[config.mk]
export PLATFORM = sky130hd
export DESIGN_NAME = hex_scan_controller
export DESIGN_NICKNAME = d
export VERILOG_FILES = /design/src/rtl/hex_scan_controller.sv
export SDC_FILE = /design/constraint.sdc
export NUM_CORES = 1
export LEC_CHECK = 0
export ABC_AREA = 1
export CORE_ASPECT_RATIO = 1.2
export CORE_MARGIN = 10
export CORE_UTILIZATION = 30
export DETAILED_ROUTE_END_ITERATION = 10
export MAX_ROUTING_LAYER = met4
export PLACE_DENSITY_LB_ADDON = 0.15
export SETUP_SLACK_MARGIN = 0.15
export SYNTH_ARGS = -nofsm -noshare
export SYNTH_HDL_FRONTEND = slang
export SYNTH_SLANG_ARGS = --single-unit
[constraint.sdc]
create_clock -name clk -period 3.1 [get_ports clk]
set_clock_uncertainty 0.05 [all_clocks]
set_input_delay 0.62 -clock clk [delete_from_list [all_inputs] [get_ports clk]]
set_output_delay 0.62 -clock clk [all_outputs]
set_load 0.05 [all_outputs]
[src/rtl/hex_scan_controller.sv]
// hex_scan_controller: time-multiplexes one external 4-bit to 7-segment decoder
// across NUM_DIGITS displays. Each slot presents a nibble (SETUP), captures the
// active-low decoder result into a per-digit register (CAPTURE), then idles for
// the rest of the slot (WAIT). New values arrive through a double-buffered
// handshake: a word is parked in the shadow buffer and is only moved to the
// active buffer at a frame start, so a frame never mixes old and new digits.
// Optional feature macro: HEX_LEADING_ZERO_BLANK_EN (blank leading zeros).
module hex_scan_controller #(
    parameter int NUM_DIGITS = 6,
    parameter int SCAN_DIV   = 4,
    parameter int DIV_W      = 16
) (
    input  logic                      clk,
    input  logic                      rst_n,
    input  logic                      enable,
    input  logic [4*NUM_DIGITS-1:0]   value_in,
    input  logic                      load_valid,
    output logic                      load_ready,
    output logic [3:0]                nibble_out,
    input  logic [6:0]                seg_in,
    output logic [7*NUM_DIGITS-1:0]   hex_out,
    output logic [2:0]                digit_idx,
    output logic                      frame_done
);

    typedef enum logic [1:0] {
        ST_IDLE    = 2'd0,
        ST_SETUP   = 2'd1,
        ST_CAPTURE = 2'd2,
        ST_WAIT    = 2'd3
    } state_t;

    localparam logic [2:0]       LAST_IDX   = 3'(NUM_DIGITS - 1);
    // Last WAIT count value; irrelevant when the slot has no WAIT phase.
    localparam logic [DIV_W-1:0] WAIT_LAST  = DIV_W'(SCAN_DIV - 2);
    localparam logic             SHORT_SLOT = (SCAN_DIV == 1);

    state_t                    state_r;
    logic [DIV_W-1:0]          div_cnt_r;
    logic [4*NUM_DIGITS-1:0]   shadow_r;
    logic [4*NUM_DIGITS-1:0]   active_r;
    logic                      pending_r;

    logic                      slot_end_s;
    logic                      frame_start_s;
    logic [2:0]                next_idx_s;
    logic                      accept_s;
    logic                      swap_s;
    logic                      pending_next_s;
    logic [4*NUM_DIGITS-1:0]   active_next_s;
    logic [3:0]                setup_nibble_s;
    logic [6:0]                capture_seg_s;

    // Slot sequencing and buffer-swap decisions for the current cycle.
    always_comb begin
        slot_end_s = 1'b0;
        case (state_r)
            ST_CAPTURE: slot_end_s = SHORT_SLOT;
            ST_WAIT:    slot_end_s = (div_cnt_r == WAIT_LAST);
            default:    slot_end_s = 1'b0;
        endcase

        // A frame starts when leaving IDLE or when wrapping past the last digit.
        frame_start_s = ((state_r == ST_IDLE) && enable) ||
                        (slot_end_s && enable && (digit_idx == LAST_IDX));

        if ((state_r == ST_IDLE) || (digit_idx == LAST_IDX)) begin
            next_idx_s = 3'd0;
        end else begin
            next_idx_s = digit_idx + 3'd1;
        end

        accept_s = load_valid && load_ready;
        // Only a word that was already pending is promoted; a word accepted in
        // the frame-start cycle itself waits for the following frame.
        swap_s   = frame_start_s && pending_r;

        if (accept_s) begin
            pending_next_s = 1'b1;
        end else if (swap_s) begin
            pending_next_s = 1'b0;
        end else begin
            pending_next_s = pending_r;
        end

        if (swap_s) begin
            active_next_s = shadow_r;
        end else begin
            active_next_s = active_r;
        end

        // The nibble for the next SETUP must come from the post-swap buffer.
        setup_nibble_s = active_next_s[4*next_idx_s +: 4];
    end

`ifdef HEX_LEADING_ZERO_BLANK_EN
    logic upper_zero_s;

    // Blank a digit when it and every more significant digit are zero.
    always_comb begin
        upper_zero_s = 1'b1;
        for (int i = 0; i < NUM_DIGITS; i++) begin
            if ((3'(i) >= digit_idx) && (active_r[4*i +: 4] != 4'd0)) begin
                upper_zero_s = 1'b0;
            end else begin
                upper_zero_s = upper_zero_s;
            end
        end
        if (upper_zero_s && (digit_idx != 3'd0)) begin
            capture_seg_s = 7'h7F;
        end else begin
            capture_seg_s = seg_in;
        end
    end
`else
    // Without blanking the decoder output is captured unchanged.
    always_comb begin
        capture_seg_s = seg_in;
    end
`endif

    // Scan FSM, buffer handshake and all registered outputs.
    always_ff @(posedge clk or negedge rst_n) begin
        if (!rst_n) begin
            state_r    <= ST_IDLE;
            div_cnt_r  <= '0;
            shadow_r   <= '0;
            active_r   <= '0;
            pending_r  <= 1'b0;
            load_ready <= 1'b1;
            nibble_out <= 4'd0;
            hex_out    <= '1;
            digit_idx  <= 3'd0;
            frame_done <= 1'b0;
        end else begin
            if (accept_s) begin
                shadow_r <= value_in;
            end
            pending_r  <= pending_next_s;
            load_ready <= ~pending_next_s;
            active_r   <= active_next_s;
            frame_done <= 1'b0;

            case (state_r)
                ST_IDLE: begin
                    if (enable) begin
                        digit_idx  <= 3'd0;
                        nibble_out <= setup_nibble_s;
                        state_r    <= ST_SETUP;
                    end else begin
                        nibble_out <= 4'd0;
                        state_r    <= ST_IDLE;
                    end
                end
                ST_SETUP: begin
                    state_r <= ST_CAPTURE;
                end
                ST_CAPTURE, ST_WAIT: begin
                    if (state_r == ST_CAPTURE) begin
                        hex_out[7*digit_idx +: 7] <= capture_seg_s;
                        frame_done <= (digit_idx == LAST_IDX);
                    end
                    if (slot_end_s) begin
                        if (enable) begin
                            digit_idx  <= next_idx_s;
                            nibble_out <= setup_nibble_s;
                            state_r    <= ST_SETUP;
                        end else begin
                            nibble_out <= 4'd0;
                            state_r    <= ST_IDLE;
                        end
                    end else if (state_r == ST_CAPTURE) begin
                        div_cnt_r <= '0;
                        state_r   <= ST_WAIT;
                    end else begin
                        div_cnt_r <= div_cnt_r + DIV_W'(1);
                        state_r   <= ST_WAIT;
                    end
                end
                default: begin
                    nibble_out <= 4'd0;
                    state_r    <= ST_IDLE;
                end
            endcase
        end
    end

endmodule

==> metrics.txt, run 1 <==
outcome completed; most instantiated cells after synthesis 153 x nand2_1, 75 x dfrtp_1, 75 x inv_1; first-pass GRT wire length 22.9 mm; Global Route Usage Sum 12.3%; top area cells in the synthesized netlist dfrtp_1 35%, dfstp_2 21%, nand2_1 11%, nand3_1 5.5%, inv_1 5.2%; top-level I/O count 86; share of post-route cells with drive strength above 1 15.4%; clock tree from TritonCTS built; required arrival time at the worst endpoint 2.43 ns; Congestion Overflow GR 0; crit path max fanout 10; dpl hpwl 10.3 mm; area enclosed by the die boundary 23800 µm²; worst path arrival time 1.87 ns; maximum clock rate 394 MHz; CTS Root Cell clkbuf_16; Flop pwr share 33.3%; fraction of the yosys area taken by sequential cells 55.6%; Worst-path clk slew 0.06 ns; count of final setup violators 0; Worst-Skew Late Latency 0.41 ns; die span in x 143 µm; switching share of power 42.1%; flip-flop cell with the highest count after synthesis dfrtp_1; cell accounting for the most synthesized area dfrtp_1; number of max-slew violations in the final report 0; launch instance of the worst register-to-register path digit_idx[1]; net count after synthesis 662; total via count in the routed design 4386; compound-gate portion of the synthesized area 8.74%; count of hold-fix buffers inserted at cts 0; routed length on met3 689 µm; worst setup path start digit_idx[0]; most instantiated library cell after synthesis nand2_1; internal power 4.73 mW; uppermost signal routing layer after detailed routing met4; met1 wire length 6.28 mm; Post-Syn Area 5410 µm²; final weighted congestion of routability-driven global placement 0.773; CTS Buf Count 17; number of gates given a new drive strength after cts 0; core footprint 17600 µm²; average wire length per cell after detail routing 14.5 µm; element type at the critical path start register; static leakage 3.40 nW; Post-synth EDFFs 0; remaining max-slew budget at the tightest pin 47.2%; drt first pass iters 5; number of port buffers 85; final net count 756; Power Density 1150 nW/µm²; total met2 wirelength after detailed routing 6.61 mm; class of the tightest hold or removal check input pin to asynchronous set/reset pin; xor and xnor area share after synthesis 0.324%; Worst-Margin Slew 0.786 ns; Die Y 167 µm; part of the cycle the worst path needs 81.9%; post-synthesis instance total 621; initial antenna violation count 0; fraction of registers with async set/reset 100%; number of distinct library cells after synthesis 33; synthesized area per cell 8.71 µm²; deepest clock path buffer count 2; post-route cell area 7110 µm²; vias per cell 4.63; min cycle time layout 2.54 ns; switching power summed over all nets 3.43 mW; RSZ-0062 raised after global routing false; number of warnings issued by yosys 0; drt total wl 13.7 mm; category of the worst setup path capture point output pin; Comb power frac 42.2%; depth of the CTS H-tree 4; multiplexer share of the synthesized area 3.12%; first-iteration detailed-routing DRC count 246; number of diodes added for antenna fixing 0; clock network fraction of design power 24.5%; reported max-cap violation count 0; Placed Instance Area 6510 µm²; # Post-CTS Setup Buffers 0; DRC Markers 0; count of state elements after synthesis 118; post-synthesis adder-cell area fraction 1.39%; category of the critical setup timing path register to output pin; area share of the largest cell type after synthesis 34.7%; vias in the first global route 4545; Peak VDD IR 0.000499 V; number of nets with antenna violations after routing 0; final hold viol count 0; setup TNS 0 ns; Post-Synth Simple-Gate Area 23.7%; initial core utilization 30.7%; signed area change from the synthesized netlist to the final layout 31.4%; dominant combinational cell family by area after synthesis simple AND/OR/NAND/NOR gates; maximum number of pins on one net before global-route repair 54; CTS sink count 118; count of standard-cell rows 53
## kinds of logic after synthesis
group | count (synthesis)
buffers and inverters | 95
flip-flops | 118
adder cells (fa/ha/maj) | 6
multiplexers | 15
AND/OR/NAND/NOR | 298
AO/OA/AOI/OAI | 87
XOR/XNOR | 2
## cells in the final DEF (no fill, tap or decap), drive strengths merged
master,count
nor2,60
clkdlybuf4s50,84
a31oi,1
dfrtp,75
a21oi,32
bufinv,2
o22ai,1
dfstp,43
nand2,157
nor4,1
and2,5
mux2,15
clkbuf,17
or2,1
nor3,8
o21ai,39
o21a,13
xnor2,1
nand4,4
ha,6
buf,9
inv,89
xor2,1
nand3,62
a211oi,1
clkinv,1
## critical path: stages, from the launching register on
cell	delay, ns
dfrtp_1	0.42
buf_4	0.21
clkdlybuf4s50_1	0.82
## worst paths after layout
| kind | end | slack (ns) | depth (start not counted) |
|---|---|---|---|
| max in group asynchronous | active_r[18] | 2.05 | 2 |
| worst min-delay path | nibble_out[0] | 0.17 | 1 |
| worst min register to register | hex_out[38] | 0.41 | 2 |
| worst max register to register | nibble_out[0] | 0.69 | 15 |
| worst max-delay path | digit_idx[0] | 0.56 | 2 |
| min in group clk | hex_out[38] | 0.41 | 2 |
## registers in the layout, summed over array words and instances, names as in the netlist
register,flops
hex_out,42
active_r,24
shadow_r,24
div_cnt_r,16
nibble_out,4
digit_idx,3
state_r,2
frame_done,1
load_ready,1
pending_r,1
## routing by layer
metal / vias to the layer above / track usage (%)
met4: 0 / 4.85
li1: 2194 / -
met2: 124 / 19.4
met3: 12 / 2.89
met5: - / -
met1: 2056 / 14.8
## power groups by stage
stage	Clock, mW	Sequential (mW)	Combinational (mW)
floorplan	0	3.73	1.36
global placement	0	2.73	3.44
detailed placement	0	2.75	3.48
CTS	2.06	2.73	3.49
global route	2.12	2.80	3.77
finish	2.00	2.72	3.44
## cell type report
class,count,area [µm²]
fillers,1792,10500
inverters,77,289
well taps,220,275
clock buffers,17,425
repair buffers,93,921
multi-input cells,408,2020
clock inverters,15,175
flip-flops and latches,118,3010
## per-stage QoR
step	hold WS (ns)	std cells	total power, mW	setup WS (ns)	util, %
2_1_floorplan	0.274	621	5.09	0.540	-
3_3_place_gp	0.401	916	6.17	0.653	36.9
3_5_place_dp	0.407	916	6.23	0.616	36.9
4_1_cts	0.171	948	8.29	0.527	40.3
5_1_grt	0.207	948	8.69	0.455	40.3
6_report	0.169	948	8.16	0.562	40.3
(Power assumes the default switching activity.)
==> run 2, diff against run 1 <==
==> constraint.sdc (replaced) <==
create_clock -name clk -period 2.2 [get_ports clk]
set_clock_uncertainty 0.05 [all_clocks]
set_input_delay 0.44 -clock clk [delete_from_list [all_inputs] [get_ports clk]]
set_output_delay 0.44 -clock clk [all_outputs]
set_load 0.05 [all_outputs]
==> run 2 against run 1 <==
Combinational power is 57% higher. Flip-flop and latch count stayed put. Global-route usage is 0.50 points higher. Count of clock-buffer cells in the layout is 4 higher. Final cell count is 3.3% higher. Largest power group unchanged.
==> metrics.txt, run 2 (synthesis gave the netlist of run 1 again) <==
highest-count cells in the layout ignoring fill and taps 148 x nand2_1, 71 x dfrtp_1, 70 x inv_1; Power Density 1550 nW/µm²; initial core utilization 30.7%; Congestion Overflow GR 0; Worst-path clk slew 0.06 ns; number of max-slew violations in the final report 0; dpl hpwl 10.9 mm; die span in x 143 µm; area enclosed by the die boundary 23800 µm²; drt first pass iters 6; first-pass GRT wire length 23.6 mm; core footprint 17600 µm²; Worst-Skew Late Latency 0.42 ns; post-layout utilization of the core 43.1%; deepest clock path buffer count 2; final hold viol count 0; count of standard-cell rows 53; vias in the first global route 4567; initial antenna violation count 0; count of final setup violators 0; vias per cell 4.61; min cycle time layout 2.05 ns; category of the critical setup timing path register to register; Filler cells 1778; clock tree from TritonCTS built; first-iteration detailed-routing DRC count 235; drt total wl 14.7 mm; CTS Buf Count 17; CTS Root Cell clkbuf_16; class of the tightest hold or removal check register to register; maximum number of pins on one net before global-route repair 49; total via count in the routed design 4516; post-route cell area 7610 µm²; final weighted congestion of routability-driven global placement 0.804; outcome completed; worst path arrival time 2.36 ns; number of port buffers 85; average wire length per cell after detail routing 15.1 µm; category of the worst setup path capture point register; share of post-route cells with drive strength above 1 30.8%; Worst-Margin Slew 0.556 ns; crit path max fanout 6; remaining max-slew budget at the tightest pin 62.8%; max FFs per register 42; depth of the CTS H-tree 4; top-level I/O count 86; static leakage 3.69 nW; setup TNS 0 ns; final net count 787; post-placement worst setup slack 0.00841 ns; CTS sink count 118; required arrival time at the worst endpoint 2.50 ns; largest registers hex_out: 42 flops, active_r: 24 flops, shadow_r: 24 flops; part of the cycle the worst path needs 93.4%; element type at the critical path start register; Total Power Consumption 11.8 mW; Placed Instance Area 6640 µm²; number of diodes added for antenna fixing 0; reported max-cap violation count 0; final critical-path setup slack 0.146 ns; signed area change from the synthesized netlist to the final layout 40.6%; most flop-heavy register hex_out; DRC Markers 0; maximum clock rate 487 MHz; Peak VDD IR 0.000574 V; RSZ-0062 raised after global routing true; Global Route Usage Sum 12.8%; commonest non-fill, non-tap cell in the layout nand2_1; Die Y 167 µm; number of nets with antenna violations after routing 0
[run 2: changes by cell type in the layout (fill, tap and decap cells not counted), moves of 9 or more]
cell and change:
dlygate4sd2_1 +20, nand3_1 -29, nand3_2 +20, inv_6 -9, nand3_4 +9, clkdlybuf4s50_1 -51, nor2_1 -10, buf_4 +54
[run 2: path summary, 6_finish.rpt]
path | cells past startpoint | start | end | slack (ns)
worst max-delay path | 15 | div_cnt_r[0] | nibble_out[3] | 0.15
worst min-delay path | 2 | hex_out[39] | hex_out[39] | 0.41
worst max register to register | 15 | div_cnt_r[0] | nibble_out[3] | 0.15
worst min register to register | 2 | hex_out[39] | hex_out[39] | 0.41
max in group asynchronous | 3 | rst_n | hex_out[29] | 1.02
min in group asynchronous | 2 | rst_n | div_cnt_r[10] | 0.46
[run 2: metrics by stage]
stage,instances,hold slack [ns]
2_1_floorplan,621,0.0944
3_3_place_gp,933,0.353
3_5_place_dp,933,0.354
4_1_cts,967,0.413
5_1_grt,979,0.432
6_report,979,0.409
[run 2: repair_timing]
action                                  4_1_cts  5_1_grt
pin swaps                                     1       32
hold endpoints to repair                     25        0
endpoints found under the setup margin       31       21
setup buffers                                 1       11
gates resized for setup                      24       69
cloned                                        0        1
hold buffers                                  1        0
[run 2: final cells by class]
type	instances	area, µm²	share of cell area [%]
inverter	77	302	3.96
clock inverter	11	68.8	0.904
multi-input combinational	408	2340	30.8
clock buffer	21	472	6.20
sequential	118	3010	39.6
tap	220	275	3.62
timing repair buffer	124	1140	14.9
[run 2: power by group]
group          total (mW)  internal [mW]  switching [mW]
clock network        2.54           1.53            1.00
registers            3.83           3.31           0.525
logic                5.41           1.83            3.58
total                11.8           6.67            5.11
[run 2: worst max-delay path, stage by stage (launching register included)]
cell	delay, ns
dfrtp_1	0.39
inv_2	0.08
ha_4	0.13
nand2_2	0.05
nor2_2	0.07
nand2_1	0.07
nor2_1	0.12
nand3_1	0.14
nand2_2	0.16
clkbuf_16	0.19
nand3_4	0.07
nand3_2	0.09
nand3_2	0.08
a21oi_2	0.17
nand2_1	0.07
nand2_1	0.05
[run 2: routing by layer]
metal / share of wire (%) / GRT usage, % / up-vias
met1: 45 / 15.2 / 2164
met4: 1.5 / 4.58 / 0
met5: 0 / - / -
met3: 3.3 / 3.14 / 21
met2: 50 / 20.6 / 91
li1: - / - / 2240
==> run 3, diff against run 2 <==
--- a/config.mk
+++ b/config.mk
@@ -6,8 +6,9 @@
 export NUM_CORES = 1
 export LEC_CHECK = 0
 export ABC_AREA = 1
+export CAP_MARGIN = 20
 export CORE_ASPECT_RATIO = 1.2
-export CORE_MARGIN = 10
+export CORE_MARGIN = 1.5
 export CORE_UTILIZATION = 30
 export DETAILED_ROUTE_END_ITERATION = 10
 export MAX_ROUTING_LAYER = met4
==> run 3 against run 2 <==
Worst hold slack hardly changed. Sequential share of layout area is 0.93 points higher. Die area is 21% lower. Highest routed layer unchanged. Flip-flop and latch count stayed put. Combinational power is 5.2% lower. Total power is 2.9% lower. Cell area is 2.4% lower. Register-to-register slack hardly changed. Final cell count is 0.51% lower. Via count is 1.0% lower. Count of clock-buffer cells in the layout is 3 lower. Critical path depth is 2 higher.
==> metrics.txt, run 3 (synthesis gave the netlist of run 1 again) <==
initial antenna violation count 0; average wire length per cell after detail routing 14.1 µm; total via count in the routed design 4470; number of diodes added for antenna fixing 0; reported max-cap violation count 0; min cycle time layout 2.05 ns; required arrival time at the worst endpoint 2.50 ns; clock tree from TritonCTS built; total area of sequential cells 3010 µm²; CTS Root Cell clkbuf_16; Placed Instance Area 6670 µm²; most flop-heavy register hex_out; deepest clock path buffer count 2; first-pass GRT wire length 22.9 mm; Worst-Skew Late Latency 0.41 ns; Die Y 150 µm; post-route cell area 7430 µm²; final weighted congestion of routability-driven global placement 0.797; initial core utilization 30.8%; dpl hpwl 9.85 mm; RSZ-0062 raised after global routing true; largest registers hex_out: 42 flops, active_r: 24 flops, shadow_r: 24 flops; remaining max-slew budget at the tightest pin 66.6%; cell count of the worst reg-to-reg path 17; final hold viol count 0; Peak VDD IR 0.000571 V; part of the cycle the worst path needs 93.0%; Filler cells 1745; crit path max fanout 36; Power Density 1540 nW/µm²; drt first pass iters 4; final net count 782; number of nets with antenna violations after routing 0; top-level I/O count 86; Global Route Usage Sum 15.8%; highest-count cells in the layout ignoring fill and taps 139 x nand2_1, 73 x dfrtp_1, 72 x inv_1; category of the worst setup path capture point register; maximum number of pins on one net before global-route repair 48; DRC Markers 0; die span in x 126 µm; count of final setup violators 0; depth of the CTS H-tree 4; Worst-path clk slew 0.06 ns; vias in the first global route 4642; core footprint 17600 µm²; worst path arrival time 2.35 ns; CTS Buf Count 17; count of standard-cell rows 53; maximum clock rate 489 MHz; Worst-Margin Slew 0.503 ns; number of port buffers 85; vias per cell 4.59; static leakage 3.62 nW; share of post-route cells with drive strength above 1 25.3%; CTS sink count 118; first-iteration detailed-routing DRC count 193; signed area change from the synthesized netlist to the final layout 37.3%; category of the critical setup timing path register to register; class of the tightest hold or removal check register to register; drt total wl 13.7 mm; area enclosed by the die boundary 18900 µm²; element type at the critical path start register; commonest non-fill, non-tap cell in the layout nand2_1; footprint of the multi-input gates 2220 µm²; max FFs per register 42; Congestion Overflow GR 0; outcome completed; setup TNS 0 ns; instance count along the most critical hold path 2; number of max-slew violations in the final report 0
## run 3: cell count changes in the layout (fill, tap and decap cells not counted), sizes merged
cell,delta
buf,-25
clkdlybuf4s50,+1
clkbuf,-4
clkinvlp,-1
dlygate4sd2,+20
clkinv,+4
## run 3: power breakdown
group          switching [mW]  total (mW)  leakage [nW]  internal [mW]
combinational            3.45        5.13          2.03           1.68
sequential              0.464        3.77          1.32           3.30
clock                    1.04        2.54         0.276           1.51
total                    4.95        11.4          3.62           6.49
## run 3: final timing paths
kind	startpoint	end	slack (ns)
hold reg to reg	hex_out[40]	hex_out[40]	0.41
min in group asynchronous	rst_n	div_cnt_r[9]	0.48
max in group asynchronous	rst_n	hex_out[1]	0.93
setup / recovery	div_cnt_r[0]	nibble_out[3]	0.15
hold / removal	hex_out[40]	hex_out[40]	0.41
setup reg to reg	div_cnt_r[0]	nibble_out[3]	0.15
## run 3: cell type report
type,instances,share of cell area (%)
clock buffer,18,6.06
clock inverter,14,1.33
inverter,77,3.92
multi-input combinational,408,29.9
sequential,118,40.5
tap,220,3.71
timing repair buffer,119,14.6
## run 3: repair_timing
item / 4_1_cts / 5_1_grt
endpoints found under the setup margin: 49 / 22
endpoints found under the hold margin: 29 / 0
setup buffers: 0 / 9
hold buffers: 1 / 0
resized for setup: 44 / 46
pin swaps: 0 / 10
## run 3: worst max-delay path, stage by stage, from the launching register on
cell	delay, ns
dfrtp_1	0.38
inv_1	0.09
ha_2	0.19
nand2_2	0.05
inv_2	0.06
nand2_2	0.06
nor2_4	0.10
nand3_4	0.10
nand2_4	0.09
nand4_4	0.09
buf_12	0.21
nand2_1	0.11
nand3_1	0.10
nand3_1	0.09
nand2_1	0.05
nand2_1	0.06
nand2_1	0.05
nand2_1	0.05
## run 3: metrics by stage
stage	total power [mW]	worst slack (ns)	std cells	hold WS (ns)	utilization [%]
after floorplan	7.23	0.142	621	0.0944	-
final	11.4	0.155	974	0.409	42.3
after CTS	11.3	0.151	965	0.413	40.9
after global placement	8.83	0.0338	932	0.379	37.9
after global routing	12.2	-0.0159	974	0.428	42.3
after detailed placement	8.92	0.0552	932	0.388	37.9
## run 3: per-layer routing
| metal | global-route usage (%) | wire, µm | part of all wire, % | vias up |
|---|---|---|---|---|
| met5 | - | 0 | 0 | - |
| met4 | 5.51 | 199 | 1.4 | 0 |
| met3 | 4.05 | 542 | 3.9 | 17 |
| met2 | 26.1 | 6830 | 50 | 97 |
| met1 | 18.7 | 6170 | 45 | 2125 |
| li1 | - | - | - | 2231 |
